File: config.mk
export PLATFORM = sky130hd
export DESIGN_NAME = rom_word_arbiter_flat
export DESIGN_NICKNAME = d
export VERILOG_FILES = /design/src/rtl/rom_word_arbiter_pkg.sv /design/src/rtl/rom_word_arbiter_if.sv /design/src/rtl/rom_word_arbiter.sv /design/src/flat_wrapper.sv
export SDC_FILE = /design/constraint.sdc
export NUM_CORES = 1
export LEC_CHECK = 0
export ABC_AREA = 1
export CELL_PAD_IN_SITES_DETAIL_PLACEMENT = 1
export CELL_PAD_IN_SITES_GLOBAL_PLACEMENT = 2
export CORE_ASPECT_RATIO = 0.5
export CORE_MARGIN = 3
export CORE_UTILIZATION = 27
export CTS_CLUSTER_DIAMETER = 150
export DETAILED_ROUTE_END_ITERATION = 10
export GPL_TIMING_DRIVEN = 0
export PLACE_DENSITY_LB_ADDON = 0.1
export SLEW_MARGIN = 0
export SYNTH_ARGS = -nofsm -noshare
export SYNTH_HDL_FRONTEND = slang
export SYNTH_SLANG_ARGS = --single-unit
File: constraint.sdc
create_clock -name clock -period 1.89 [get_ports clock]
set_input_delay 0.378 -clock clock [delete_from_list [all_inputs] [get_ports clock]]
set_output_delay 0.378 -clock clock [all_outputs]
set_load 0.02 [all_outputs]
File: src/rtl/rom_word_arbiter_pkg.sv
// Shared constants for the two-port ROM word arbiter: FSM encoding and default ROM address width.
package rom_word_arbiter_pkg;
  localparam int AWIDTH_DEF = 14;

  typedef enum logic [1:0] {
    IDLE = 2'd0,
    A_HI = 2'd1,
    A_LO = 2'd2,
    C_LO = 2'd3
  } state_t;
endpackage

File: src/rtl/rom_word_arbiter_if.sv
// Two requester ports plus the shared word result bus of the ROM word arbiter.
interface rom_word_arbiter_if #(parameter int awidth = rom_word_arbiter_pkg::AWIDTH_DEF);
  logic              req0;
  logic [awidth-2:0] addr0;
  logic              ack0;
  logic              req1;
  logic [awidth-2:0] addr1;
  logic              ack1;
  logic [15:0]       rdata;
  logic              busy;
  logic              gnt;

  modport slave (
    input  req0, addr0, req1, addr1,
    output ack0, ack1, rdata, busy, gnt
  );

  modport master (
    output req0, addr0, req1, addr1,
    input  ack0, ack1, rdata, busy, gnt
  );
endinterface

File: src/rtl/rom_word_arbiter.sv
// Round-robin arbiter fetching 16-bit big-endian words for two ports from a registered 8-bit ROM.
// Each fetch issues two byte reads back to back and pulses the granted port's ack once.
module rom_word_arbiter
  import rom_word_arbiter_pkg::*;
#(
  parameter int awidth = AWIDTH_DEF
) (
  input  logic              clock,
  input  logic              reset,
  rom_word_arbiter_if.slave bus,
  output logic [awidth-1:0] rom_addr,
  input  logic [7:0]        rom_q
);

  state_t            state, state_d;
  logic [awidth-2:0] wa;
  logic [7:0]        hi;
  logic [15:0]       rdata_q;
  logic              ack0_q, ack1_q, gnt_q;
  logic              el0, el1, sel, grant, fin;
  logic [awidth-2:0] sel_addr;

  // A port is masked during its own ack cycle so a still-held req is not re-served.
  always_comb begin
    el0      = bus.req0 & ~ack0_q;
    el1      = bus.req1 & ~ack1_q;
    sel      = (el0 & el1) ? ~gnt_q : el1;
    sel_addr = sel ? bus.addr1 : bus.addr0;
  end

  always_ff @(posedge clock or posedge reset) begin
    if (reset) state <= IDLE;
    else       state <= state_d;
  end

  always_comb begin
    state_d = state;
    grant   = 1'b0;
    fin     = 1'b0;
    case (state)
      IDLE: if (el0 | el1) begin
        state_d = A_HI;
        grant   = 1'b1;
      end
      A_HI: state_d = A_LO;
      A_LO: state_d = C_LO;
      C_LO: begin
        state_d = IDLE;
        fin     = 1'b1;
      end
      default: state_d = IDLE;
    endcase
  end

  // rom_addr is loaded one state ahead so the ROM samples the even byte at the end of A_HI
  // and the odd byte at the end of A_LO; it holds in IDLE and C_LO.
  always_ff @(posedge clock or posedge reset) begin
    if (reset) begin
      wa       <= '0;
      hi       <= '0;
      rdata_q  <= '0;
      rom_addr <= '0;
      ack0_q   <= 1'b0;
      ack1_q   <= 1'b0;
      gnt_q    <= 1'b1;
    end else begin
      ack0_q <= fin & ~gnt_q;
      ack1_q <= fin &  gnt_q;
      if (grant) begin
        gnt_q    <= sel;
        wa       <= sel_addr;
        rom_addr <= {sel_addr, 1'b0};
      end
      if (state == A_HI) rom_addr <= {wa, 1'b1};
      if (state == A_LO) hi <= rom_q;
      if (fin)           rdata_q <= {hi, rom_q};
    end
  end

  assign bus.ack0  = ack0_q;
  assign bus.ack1  = ack1_q;
  assign bus.rdata = rdata_q;
  assign bus.gnt   = gnt_q;
  assign bus.busy  = (state != IDLE);

endmodule

File: src/flat_wrapper.sv
// flat-port wrapper written by rule: the top's interface ports become plain ports
module rom_word_arbiter_flat import rom_word_arbiter_pkg::*;
#(
  parameter int awidth = AWIDTH_DEF
)
  (clock, reset, rom_addr, rom_q, bus_req0, bus_addr0, bus_req1, bus_addr1, bus_ack0, bus_ack1, bus_rdata, bus_busy, bus_gnt);
  rom_word_arbiter_if #(.awidth(awidth)) bus_i ();
  input  logic clock;
  input  logic reset;
  output logic [awidth-1:0] rom_addr;
  input  logic [7:0] rom_q;
  input wire logic [$bits(bus_i.req0)-1:0] bus_req0;
  input wire logic [$bits(bus_i.addr0)-1:0] bus_addr0;
  input wire logic [$bits(bus_i.req1)-1:0] bus_req1;
  input wire logic [$bits(bus_i.addr1)-1:0] bus_addr1;
  output wire logic [$bits(bus_i.ack0)-1:0] bus_ack0;
  output wire logic [$bits(bus_i.ack1)-1:0] bus_ack1;
  output wire logic [$bits(bus_i.rdata)-1:0] bus_rdata;
  output wire logic [$bits(bus_i.busy)-1:0] bus_busy;
  output wire logic [$bits(bus_i.gnt)-1:0] bus_gnt;
  assign bus_i.req0 = bus_req0;
  assign bus_i.addr0 = bus_addr0;
  assign bus_i.req1 = bus_req1;
  assign bus_i.addr1 = bus_addr1;
  assign bus_ack0 = bus_i.ack0;
  assign bus_ack1 = bus_i.ack1;
  assign bus_rdata = bus_i.rdata;
  assign bus_busy = bus_i.busy;
  assign bus_gnt = bus_i.gnt;
  rom_word_arbiter #(.awidth(awidth)) u_core (.clock(clock), .reset(reset), .bus(bus_i), .rom_addr(rom_addr), .rom_q(rom_q));
endmodule
==> flow_metrics.env <==
export IMPL_worstSetupStartpointType="flip-flop"
export IMPL_largest_family_of_logic_cells_by_synthesized_area="simple AND/OR/NAND/NOR gates"
export IMPL_critical_path_max_fanout=4
export IMPL_routed_via_density=4.43
export IMPL_cp_required_ns=1.51
export IMPL_grt_first_pass_wirelength_mm=13.5
export IMPL_global_route_overflow_total=0
export IMPL_grt_use_met1=0.185
export IMPL_dr_first_iter_drc_count=63
export IMPL_hp_class="flip-flop to flip-flop"
export IMPL_grt_busiest_layer="met2"
export IMPL_detailroute_via_count=2359
export IMPL_netlist_area_leader_share=0.526
export IMPL_clk_insertion_delay_late_ns=0.30
export IMPL_crit_path_cell_trace="inv_1, ha_2, inv_1, dlygate4sd2_1"
export IMPL_report_final_setup_viol=0
export IMPL_post_route_cells_drive_above_1_share=0.0918
export IMPL_rows=24
export IMPL_hold_buffers=0
export IMPL_grt_max_degree=30
export IMPL_syn_inst=324
export IMPL_synthToLayoutAreaGrowth_pct=39.3
export IMPL_synth_avg_cell_area_um2=8.07
export IMPL_worst_setup_hold_path_clk_slew_ns=0.07
export IMPL_antenna_cells_inserted=0
export IMPL_synth_compound_area_frac=0.0383
export IMPL_globalRouteMet3Util=0.0452
export IMPL_synth_distinct_cells=17
export IMPL_cts_htree_levels=2
export IMPL_cpPeakStageDelay_ns=0.41
export IMPL_syn_area_mm2=0.00262
export IMPL_slew_violations=0
export IMPL_synth_area_mux_share=0
export IMPL_largest_area_contributor_in_the_netlist="sky130_fd_sc_hd__dfrtp_1"
export IMPL_drc=0
export IMPL_max_ir_drop_vdd_v=0.000629
export IMPL_cp_common_cell="sky130_fd_sc_hd__inv_1"
export IMPL_grt_usage=0.155
export IMPL_synthTopCellsByArea="sky130_fd_sc_hd__dfrtp_1, sky130_fd_sc_hd__nand2_1, sky130_fd_sc_hd__nand3_1, sky130_fd_sc_hd__inv_1, sky130_fd_sc_hd__o21ai_0"
export IMPL_fin_worst_skew_ns=0.00427
export IMPL_endpoint_kind="primary output"
export IMPL_register_area_share_after_synthesis=0.536
export IMPL_synth_async_reset_ratio=1.00
export IMPL_yosys_warnings=0
export IMPL_first_global_vias=2711
export IMPL_path_buf_inv=3
export IMPL_hpwlAfterDp_mm=5.95
export IMPL_ios=72
export IMPL_fmax_mhz=556
export IMPL_synth_adder_area_share=0.0191
export IMPL_last_weighted_congestion_value_of_the_routability_driven_placer=0.762
export IMPL_worst_pin_slew_ns=0.639
export IMPL_ys_seq_elements=56
export IMPL_syn_nets=366
export IMPL_core_mm2=0.00907
export IMPL_p_leak_uw=0.00184
export IMPL_maxCapViolations=0
export IMPL_postRouteAntennaNets=0
export IMPL_clock_sinks=56
export IMPL_grt_antenna_before_repair=0
export IMPL_routed_wire_length_per_instance_um=15.5
export IMPL_synth_most_common_cell="sky130_fd_sc_hd__nand2_1"
export IMPL_cp_data_arrival_time_ns=1.42
export IMPL_timing_hold_ws_ns=0.475
export IMPL_synth_main_ff_cell="sky130_fd_sc_hd__dfrtp_1"
export IMPL_rrSetupSlack_ns=0.20
export IMPL_groute_layer_met2_usage=0.283
export IMPL_cts_tree="built"
export IMPL_result_of_the_run="completed"
export IMPL_ys_top_cells_by_count="sky130_fd_sc_hd__nand2_1, sky130_fd_sc_hd__dfrtp_1, sky130_fd_sc_hd__nand3_1, sky130_fd_sc_hd__inv_1, sky130_fd_sc_hd__o21ai_0"
export IMPL_die_area_mm2=0.0110
export IMPL_critical_path_class="flip-flop to primary output"
export IMPL_cts_buffers=5
export IMPL_max_slew_margin_rel=0.574
export IMPL_die_height_um=75.6
export IMPL_setup_repair_after_global_routing_missed_its_margin="no"
export IMPL_wl_mm=8.27
export IMPL_cpLargestDelayFamily="buffers and inverters"
export IMPL_timing_final_hold_violations=0
export IMPL_numPortBuffers=71
export IMPL_finalCritPeriodShare=0.952
export IMPL_initial_utilization=0.288
export IMPL_final_net_count=445
export IMPL_layout_min_cycle_time_ns=1.80
export IMPL_clock_tree_buffer_depth=2
export IMPL_floorplan_die_width_um=145
export IMPL_finalSetupTns_ns=0
export IMPL_crit_slowest_cell="sky130_fd_sc_hd__dfrtp_1"
export IMPL_synth_xor_xnor_area_share=0
export IMPL_synth_edff_count=0
export IMPL_firstDrtPassIters=4
export IMPL_yosys_area_share_simple=0.321
export IMPL_cts_root_buf="sky130_fd_sc_hd__clkbuf_16"
export IMPL_pwrdens_mw_per_mm2=1710
## flip-flops by register name, summed over array words and instances (netlist names)
register / flops
u_core.bus.rdata: 16
u_core.rom_addr: 14
u_core.wa: 13
u_core.hi: 8
u_core.state: 2
u_core.bus.ack0: 1
u_core.bus.ack1: 1
u_core.bus.gnt: 1
## worst register-to-register path, stage by stage (launching register included)
cell and delay [ns]:
sky130_fd_sc_hd__dfrtp_1 0.41, sky130_fd_sc_hd__inv_1 0.11, sky130_fd_sc_hd__ha_1 0.29, sky130_fd_sc_hd__clkbuf_1 0.51, sky130_fd_sc_hd__nand2_1 0.12, sky130_fd_sc_hd__nand2_1 0.10
sky130_fd_sc_hd__inv_1 0.04, sky130_fd_sc_hd__nand2_1 0.05
## metrics by stage
step	util	power [uW]	instance area (um2)	cells	setup slack [ns]
finish	0.402	6240	3640	533	0.0908
global route	0.402	6750	3640	533	0.0159
CTS	0.401	6340	3640	533	0.0239
detailed placement	0.387	5410	3510	526	0.0285
global placement	0.385	5230	3490	525	-0.996
floorplan	-	3980	2620	324	0.142
## power by group
part	switching (uW)	internal [uW]	total, uW
Clock	435	484	919
Sequential	327	1780	2110
Combinational	1940	1270	3210
Total	2700	3530	6240
## metal layers
metal  wire, um  part of all wire  up-vias
met3        349             0.042        7
li1           -                 -     1148
met4         82            0.0099        0
met1       3830              0.46     1153
met5          0                 0        -
met2       4000              0.48       51
## cells in the final DEF (no fill, tap or decap), drive strengths merged
master         count
ha                 4
clkinv             1
clkdlybuf4s50     69
dlygate4sd2        2
nand3             41
o21ai             20
dfstp              1
clkbuf             8
dfrtp             55
inv               32
nand2            154
buf               14
nor2               2
## worst paths after layout
path,start,endpoint,depth (start not counted)
hold / removal,u_core.rom_addr[0],u_core.rom_addr[0],2
setup reg to reg,u_core.state[1],u_core.rom_addr[13],7
setup / recovery,u_core.state[0],bus_busy,4
min in group asynchronous,reset,u_core.bus.rdata[0],2
max in group asynchronous,reset,u_core.bus.gnt,3
hold reg to reg,u_core.rom_addr[0],u_core.rom_addr[0],2
## kinds of logic after synthesis
family / after synthesis
fa+ha+maj: 4
flops: 56
buf+inv: 47
compound gates: 20
simple gates: 197
## final cells by class
cell class,instances,area [um2]
clock buffers,6,129
well taps,130,163
multi-input cells,221,991
plain buffers,15,104
flip-flops and latches,56,1400
clock inverters,1,5.00
inverters,32,120
fillers,1102,5430
repair buffers,72,728
## what timing repair did
item | in CTS | in global routing
setup buffers | 0 | 0
endpoints found under the setup margin | 2 | 1
hold endpoints to repair | 0 | 0
gates resized for setup | 2 | 1
Note: power is estimated with default switching activity, not from simulation.
